--- src/rtl/centroid_overlay.sv ---
// centroid_overlay: draws a fixed-colour square outline marker on a live RGB stream, centred on the
// per-frame centroid produced upstream. The marker position and enable are latched once per frame
// on the vsync falling edge. Video timing and pixels pass through a 2-stage pipeline.
//
// Ports:
//   clk        pixel clock
//   rst        synchronous active-low reset (has priority over ce)
//   ce         clock enable; when low every register holds
//   en         marker enable, sampled at the frame latch
//   de         input data enable
//   vsync      input vertical sync, active high
//   hsync      input horizontal sync
//   pixel_in   input RGB pixel
//   xcent      centroid x, sampled at the frame latch
//   ycent      centroid y, sampled at the frame latch
//   de_out     de delayed 2 cycles
//   vsync_out  vsync delayed 2 cycles
//   hsync_out  hsync delayed 2 cycles
//   pixel_out  pixel_in delayed 2 cycles, replaced by COLOR on marker pixels
module centroid_overlay #(
  parameter int unsigned IMG_H = 720,
  parameter int unsigned IMG_W = 1280,
  parameter int unsigned HALF  = 8,
  parameter int unsigned THICK = 2,
  parameter logic [23:0] COLOR = 24'hFF0000
) (
  input  logic        clk,
  input  logic        rst,
  input  logic        ce,
  input  logic        en,
  input  logic        de,
  input  logic        vsync,
  input  logic        hsync,
  input  logic [23:0] pixel_in,
  input  logic [10:0] xcent,
  input  logic [9:0]  ycent,
  output logic        de_out,
  output logic        vsync_out,
  output logic        hsync_out,
  output logic [23:0] pixel_out
);

  localparam logic [10:0] XLast = 11'(IMG_W - 1);
  localparam logic [9:0]  YLast = 10'(IMG_H - 1);
  localparam logic [11:0] Half  = 12'(HALF);
  localparam logic [11:0] Inner = 12'(HALF - THICK);

  // Raster position of the pixel currently on the input.
  logic [10:0] x_pos_q, x_pos_d;
  logic [9:0]  y_pos_q, y_pos_d;
  logic        prev_vsync_q;

  // Per-frame latched marker parameters.
  logic [10:0] xc_q;
  logic [9:0]  yc_q;
  logic        mk_en_q;

  // Stage 1.
  logic [11:0] dx_q, dy_q;
  logic        de_s1_q, hs_s1_q, vs_s1_q;
  logic [23:0] px_s1_q;

  logic        frame_latch;
  logic [11:0] diff_x, diff_y, abs_x, abs_y;
  logic        marker_on;

  assign frame_latch = prev_vsync_q & ~vsync;

  // Differences are taken 12 bits wide so the sign bit never aliases a large coordinate;
  // off-raster parts of the box are thus simply never matched by any counter value.
  always_comb begin
    diff_x = {1'b0, x_pos_q} - {1'b0, xc_q};
    diff_y = {2'b00, y_pos_q} - {2'b00, yc_q};
    abs_x  = diff_x[11] ? (12'd0 - diff_x) : diff_x;
    abs_y  = diff_y[11] ? (12'd0 - diff_y) : diff_y;
  end

  always_comb begin
    x_pos_d = x_pos_q;
    y_pos_d = y_pos_q;
    if (vsync) begin
      x_pos_d = '0;
      y_pos_d = '0;
    end else if (de) begin
      if (x_pos_q == XLast) begin
        x_pos_d = '0;
        y_pos_d = (y_pos_q == YLast) ? '0 : y_pos_q + 10'd1;
      end else begin
        x_pos_d = x_pos_q + 11'd1;
      end
    end
  end

  // Inside the outer square but outside the inner one gives the outline ring.
  assign marker_on = mk_en_q & de_s1_q & (dx_q <= Half) & (dy_q <= Half) &
                     ((dx_q > Inner) | (dy_q > Inner));

  always_ff @(posedge clk) begin
    if (!rst) begin
      x_pos_q      <= '0;
      y_pos_q      <= '0;
      prev_vsync_q <= 1'b0;
      xc_q         <= '0;
      yc_q         <= '0;
      mk_en_q      <= 1'b0;
      dx_q         <= '0;
      dy_q         <= '0;
      de_s1_q      <= 1'b0;
      hs_s1_q      <= 1'b0;
      vs_s1_q      <= 1'b0;
      px_s1_q      <= '0;
      de_out       <= 1'b0;
      hsync_out    <= 1'b0;
      vsync_out    <= 1'b0;
      pixel_out    <= '0;
    end else if (ce) begin
      x_pos_q      <= x_pos_d;
      y_pos_q      <= y_pos_d;
      prev_vsync_q <= vsync;
      if (frame_latch) begin
        xc_q    <= xcent;
        yc_q    <= ycent;
        mk_en_q <= en;
      end
      dx_q      <= abs_x;
      dy_q      <= abs_y;
      de_s1_q   <= de;
      hs_s1_q   <= hsync;
      vs_s1_q   <= vsync;
      px_s1_q   <= pixel_in;
      de_out    <= de_s1_q;
      hsync_out <= hs_s1_q;
      vsync_out <= vs_s1_q;
      pixel_out <= marker_on ? COLOR : px_s1_q;
    end
  end

endmodule

--- config.mk ---
export PLATFORM = sky130hd
export DESIGN_NAME = centroid_overlay
export DESIGN_NICKNAME = d
export VERILOG_FILES = /design/src/rtl/centroid_overlay.sv
export SDC_FILE = /design/constraint.sdc
export NUM_CORES = 1
export LEC_CHECK = 0
export ABC_AREA = 1
export BUFFER_PORTS_ARGS = -buffer_cell sky130_fd_sc_hd__buf_4
export CAP_MARGIN = 20
export CORE_MARGIN = 2
export CORE_UTILIZATION = 58
export CTS_CLUSTER_SIZE = 30
export DETAILED_ROUTE_END_ITERATION = 8
export GPL_ROUTABILITY_DRIVEN = 0
export PLACE_DENSITY = 0.8
export REMOVE_ABC_BUFFERS = 1
export SETUP_SLACK_MARGIN = 0.15
export SLEW_MARGIN = 20
export SYNTH_ARGS = -nofsm -noshare
export SYNTH_HDL_FRONTEND = slang
export SYNTH_SLANG_ARGS = --single-unit
--- constraint.sdc ---
create_clock -name clk -period 3 [get_ports clk]
set_input_delay 0 -clock clk [delete_from_list [all_inputs] [get_ports clk]]
set_output_delay 0 -clock clk [all_outputs]
set_load 0.02 [all_outputs]
== Word level (Yosys, flattened, before mapping) ==
Cells that the tools add are included.
Word-level totals
  logic and storage cells: 49
  bits in read-only memories: 0
  output and inout port bits: 27
  input bits: 52
  latch bits: 0
  bits in writable memories: 0
  memories: 0
  register bits after elaboration: 121
Operators by class
  bitwise logic cells: 7
  multipliers: 0
  shift-type cells: 0
  equality and inequality tests: 2
  reductions and logical operators: 5
  multiplexer cells: 10
  order comparisons: 4
  div/mod/pow operators: 0
  $add $sub $neg: 6
Operator list (count)
  10-bit two-way mux: 4
  11-bit two-way mux: 3
  12-bit by 3-bit > comparator with 1-bit output, second input constant: 2
  12-bit by 4-bit less-or-equal comparator with 1-bit output, second input constant: 2
  12-bit two-way mux: 2
  24-bit two-way mux: 1
  1-bit by 11-bit subtractor with 12-bit output, first input constant: 1
  1-bit by 12-bit subtractor with 12-bit output, first input constant: 1
  11-bit by 11-bit subtractor with 12-bit output: 1
  11-bit by 1-bit adder with 11-bit output, second input constant: 1
  11-bit equality test, second input constant: 1
  10-bit by 10-bit subtractor with 11-bit output: 1
  10-bit by 1-bit adder with 10-bit output, second input constant: 1
  10-bit equality test, second input constant: 1
  1-bit bitwise AND: 5
  2-bit AND reduction: 2
  2-bit nonzero test: 2
  3-bit AND reduction: 1
  1-bit NOT: 1
  1-bit OR: 1

== Depth between registers and ports, before layout ==
  word-level depth: 5
  gate-level depth with buffers: 17
  gate-level depth less buffers: 17

== Worst setup path before layout ==
OpenSTA, ideal clock, no wires.
  kind: flip-flop to flip-flop
  start: reg x_pos_q[0]
  end: reg dx_q[10]
  required time: 2.934 ns
  stages on the path, launching flop included: 17
  arrival time: 2.077 ns
  slack: 0.857 ns
  period minus slack after synthesis: 2.143 ns
  cell sequence: dfxtp_1 > inv_1 > ha_1 > inv_1 > fa_1 > inv_1 > ha_1 > inv_1 > nor2_1 > nand3_1 > nor2_1 > nand2_1 > nand2_1 > nand2_1 > nand2_1 > nand2_1 > a21oi_2
Between the ends
  cells in the longest elaborated chain, start to end: 3
RTL lines
  from (decl): line 49  | logic [10:0] x_pos_q, x_pos_d;
  from (signal assigned): line 117  | x_pos_q <= x_pos_d;
  11-bit by 11-bit subtractor with 12-bit output (*): line 72  | diff_x = {1'b0, x_pos_q} - {1'b0, xc_q};
  1-bit by 12-bit subtractor with 12-bit output: line 74  | abs_x = diff_x[11] ? (12'd0 - diff_x) : diff_x;
  12-bit two-way mux (*): line 74
  to (signal assigned): line 125  | dx_q <= abs_x;
  to (decl): line 59  | logic [11:0] dx_q, dy_q;
Every way passes the cells marked *; elsewhere a longest branch is shown, timed or not.
A chain may end at the register's enable or synchronous reset.

== Worst setup path in the final report ==
Same ends and word-level chain as after synthesis.

==> run_results.csv <==
group,metric,value,unit
run_status,outcome,"finished, final reports clean",
setup_path,critPathMostFrequentCell,"sky130_fd_sc_hd__inv_1",
yosys,synth.yosys.seq_area_share,38.7,%
power_and_ir_drop,power-per-cell-area,551,nW/um2
yosys,yosysUniqueCellTypes,45,
cts,maximum_count_of_clock_buffers_along_a_single_path,2,
global_routing,largest_net_degree_at_the_start_of_global_routing,51,
setup_path,worst_setup_path_end_kind,"register",
timing,maxSlewViolCount,0,
yosys,yosysTopAreaCellShare,38.7,%
detailed_routing,route.final.wire_length,15.9,mm
yosys,ys_top_cells_by_count,"sky130_fd_sc_hd__nand2_1 (179), sky130_fd_sc_hd__nor2_1 (133), sky130_fd_sc_hd__dfxtp_1 (121)",
timing,tns,0,ns
timing,max_slew.worst_pin.slew,0.933,ns
power_and_ir_drop,sw_frac_of_total,28.1,%
detailed_routing,detail_route.first_pass.iterations,5,
cts,clock-root-buffer,"sky130_fd_sc_hd__clkbuf_8",
setup_path,crit_path_end,"dx_q[10]$_SDFFE_PN0P_",
timing,setup_viol,0,
timing,worst_slew_margin_rel,37.6,%
global_routing,global_route.usage.total,28.8,%
power_and_ir_drop,pwr-share-seq,38.7,%
cts,cts-resized-gates,0,
floorplan,num_io_pins,79,
final_layout,num_antenna_cells,0,
power_and_ir_drop,power.share.clock,43.1,%
cts,cts.sink_count,121,
final_layout,area.growth.synth_to_final,30.4,%
setup_path,crit_required,3.41,ns
placed_design,post_placement_cell_area,6920,um2
setup_path,crit_path_max_fanout,4,
detailed_routing,drcViolationCount,0,
global_routing,first_global_vias,6127,
hold_path,hold_path_class,"in -> reg",
detailed_routing,routedWlPerCell,13.3,um
timing,final.setup_skew,0.00994,ns
cts,path_clk_slew,0.06,ns
floorplan,die_w,108,um
power_and_ir_drop,combPwrFrac,18.1,%
setup_path,path_buf_inv,4,
setup_path,crit_arrival,2.83,ns
final_layout,final_net_count,1130,
yosys,yosys_top_cell_by_area,"sky130_fd_sc_hd__dfxtp_1",
setup_path,timing.critical_path.slowest_cell_delay,0.43,ns
yosys,synth.area.top_cells,"sky130_fd_sc_hd__dfxtp_1 (39%), sky130_fd_sc_hd__nand2_1 (11%), sky130_fd_sc_hd__nor2_1 (8.0%), sky130_fd_sc_hd__inv_1 (7.0%), sky130_fd_sc_hd__o21ai_0 (6.9%)",
timing,hold_viol_final,0,
yosys,synth_enable_flop_cells,0,
yosys,yosys_register_bits,121,
setup_path,crit_path_cell_trace,"inv_1 -> ha_1 -> inv_1 -> fa_1 -> inv_1 -> ha_1 -> inv_1 -> nor2_1 -> nand3_1 -> nor2_1 -> nand2_1 -> nand2_1 -> nand3_1 -> nand2_1 -> a21oi_2",
power_and_ir_drop,power.ir.vdd_worst,0.000449,V
floorplan,start_util,60.1,%
power_and_ir_drop,cellInternalPower,3240,uW
setup_path,r2r-start,"x_pos_q[0]$_SDFFE_PN0P_",
yosys,synth_area,6260,um2
detailed_routing,first_iter_violations,352,
floorplan,die-area,11600,um2
yosys,postSynthAreaPerCell,6.87,um2
detailed_routing,detail_route.vias_per_cell,5.29,
setup_path,timing.reg2reg.setup_slack,0.58,ns
cts,clock_latency,0.53,ns
power_and_ir_drop,totalPowerFinal,4500,uW
timing,min_period,2.42,ns
cts,tritoncts,"yes",
setup_path,start_kind,"register",
cts,cts-htree-levels,4,
global_routing,global_route_total_overflow,0,
yosys,post_synth_arst_share,0,%
final_layout,final_design_area_no_fill,8170,um2
timing,rsz0062_at_grt,"false",
global_routing,grt_pass1_wl,27.1,mm
cts,number_of_buffers_added_by_the_clock_tree_synthesis_step,17,
power_and_ir_drop,netSwitchingPower,1260,uW
power_and_ir_drop,reported_leakage_power,0.00394,uW
final_layout,count_of_fill_cells_added_during_filler_insertion,737,
setup_path,reg2reg_depth,15,
placed_design,detailedPlacementHpwl,9.99,mm
setup_path,worstSetupPathDepth,15,
setup_path,crit_slowest_cell,"sky130_fd_sc_hd__fa_1",
setup_path,cpLargestDelayFamily,"adder cells",
timing,layout_worst_path_cycle_share,80.6,%
yosys,synth_warnings,0,
yosys,synthCells,912,
final_layout,final_core_util,78.4,%
floorplan,die_height,108,um
setup_path,critical_path_class,"reg -> reg",
final_layout,final_layout_size_suffix_gt1_share,12.9,%
yosys,post-synth-top-count-cell,"sky130_fd_sc_hd__nand2_1",
flow_run,drv.max_cap_violation_count,0,
detailed_routing,num_vias,6347,
timing,max_freq,414,MHz
placed_design,port_buffers,78,
floorplan,num_rows,37,
setup_path,critical_path.startpoint,"x_pos_q[0]$_SDFFE_PN0P_",
yosys,dominantRegCellSynth,"sky130_fd_sc_hd__dfxtp_1",
global_routing,antenna_violations_before_repair,0,
detailed_routing,antenna_violating_nets_post_route,0,
setup_path,regToRegEndpoint,"dx_q[10]$_SDFFE_PN0P_",
floorplan,core,10400,um2
==> worst min-delay path, cell delays in order <==
cell and delay, ns:
sky130_fd_sc_hd__dlygate4sd3_1 0.52, sky130_fd_sc_hd__buf_4 0.10, sky130_fd_sc_hd__nor2_1 0.03, sky130_fd_sc_hd__nor2_1 0.08
==> timing repair <==
| item | 4_1_cts | 5_1_grt |
|---|---|---|
| hold buffers | 68 | 0 |
| hold endpoints to repair | 66 | 0 |
| setup buffers | 0 | 0 |
==> area by class of cell <==
class	count	area, um2	share of cell area [%]
Timing Repair Buffer	151	1300	16.0
Clock inverter	12	126	1.55
Tap cell	136	170	2.08
Clock buffer	20	435	5.33
Multi-Input combinational cell	639	3250	39.8
Inverter	121	458	5.61
Sequential cell	121	2420	29.7
==> per-stage QoR <==
step | hold WS, ns | worst slack (ns) | std cells
after floorplan | 0.0842 | 0.857 | 881
after global placement | 0.221 | 0.704 | 1100
after detailed placement | 0.228 | 0.657 | 1100
after CTS | 0.233 | 0.582 | 1200
after global routing | 0.243 | 0.289 | 1200
final | 0.241 | 0.583 | 1200
==> metal layers <==
metal	vias up	track usage, %	wire, um	part of all wire, %
li1	3223	-	-	-
met1	2924	34.0	6890	43
met2	167	50.8	7980	50
met3	33	6.42	662	4.2
met4	0	11.4	383	2.4
met5	-	0	0	0
==> layout by cell type, fill, tap and decap left out, types with 3 or more instances in the layout <==
cell / Yosys / layout
sky130_fd_sc_hd__nand2_2: 6 / 6
sky130_fd_sc_hd__clkinvlp_4: 0 / 5
sky130_fd_sc_hd__xnor2_1: 6 / 6
sky130_fd_sc_hd__nor2_1: 133 / 133
sky130_fd_sc_hd__nand2_1: 179 / 179
sky130_fd_sc_hd__inv_1: 117 / 116
sky130_fd_sc_hd__ha_1: 25 / 25
sky130_fd_sc_hd__xor2_1: 11 / 11
sky130_fd_sc_hd__clkinv_2: 1 / 5
sky130_fd_sc_hd__a31oi_1: 4 / 4
sky130_fd_sc_hd__o21ai_0: 86 / 86
sky130_fd_sc_hd__dfxtp_1: 121 / 121
sky130_fd_sc_hd__nand3_1: 66 / 66
sky130_fd_sc_hd__buf_4: 0 / 83
sky130_fd_sc_hd__nor3_1: 11 / 11
sky130_fd_sc_hd__o211ai_1: 5 / 5
sky130_fd_sc_hd__clkbuf_16: 0 / 16
sky130_fd_sc_hd__dlygate4sd3_1: 0 / 68
sky130_fd_sc_hd__a21oi_4: 3 / 3
sky130_fd_sc_hd__nand4_1: 10 / 10
sky130_fd_sc_hd__a21oi_1: 62 / 62
sky130_fd_sc_hd__nand3b_1: 3 / 3
==> logic make-up (layout without fill, tap and decap cells) <==
logic type | Yosys count | in the layout | share of synthesized area (%)
AND/OR/NAND/NOR | 422 | 422 | 28.7
buffers and inverters | 152 | 304 | 9.43
flip-flops | 121 | 121 | 38.7
AO/OA/AOI/OAI | 173 | 173 | 15.2
adder cells (fa/ha/maj) | 27 | 27 | 5.63
XOR/XNOR | 17 | 17 | 2.38
==> power by group through the flow <==
stage	logic, uW	clock network [uW]	registers, uW
6_report	816	1940	1740
3_3_place_gp	716	0	1770
5_1_grt	921	2030	1750
2_1_floorplan	494	0	1790
4_1_cts	804	1950	1740
3_5_place_dp	727	0	1770
==> how the worst min path moves through the flow <==
| stage | endpoint | depth (start not counted) | slack (ns) | startpoint |
|---|---|---|---|---|
| after floorplan | dx_q[10]$_SDFFE_PN0P_ | 1 | 0.08 | ce |
| after global placement | px_s1_q[22]$_SDFFE_PN0P_ | 3 | 0.22 | pixel_in[22] |
| after detailed placement | px_s1_q[2]$_SDFFE_PN0P_ | 3 | 0.23 | pixel_in[2] |
| after CTS | px_s1_q[2]$_SDFFE_PN0P_ | 4 | 0.23 | pixel_in[2] |
| after global routing | px_s1_q[7]$_SDFFE_PN0P_ | 4 | 0.24 | pixel_in[7] |
| final | px_s1_q[3]$_SDFFE_PN0P_ | 4 | 0.24 | pixel_in[3] |
==> flip-flops by register name, indices dropped and copies added (netlist names) <==
register,count
de_out,1
de_s1_q,1
dx_q,12
dy_q,12
hs_s1_q,1
hsync_out,1
mk_en_q,1
pixel_out,24
px_s1_q,24
vs_s1_q,1
vsync_out,1
x_pos_q,11
xc_q,11
y_pos_q,10
yc_q,10
Power figures use the tool's default switching activity.
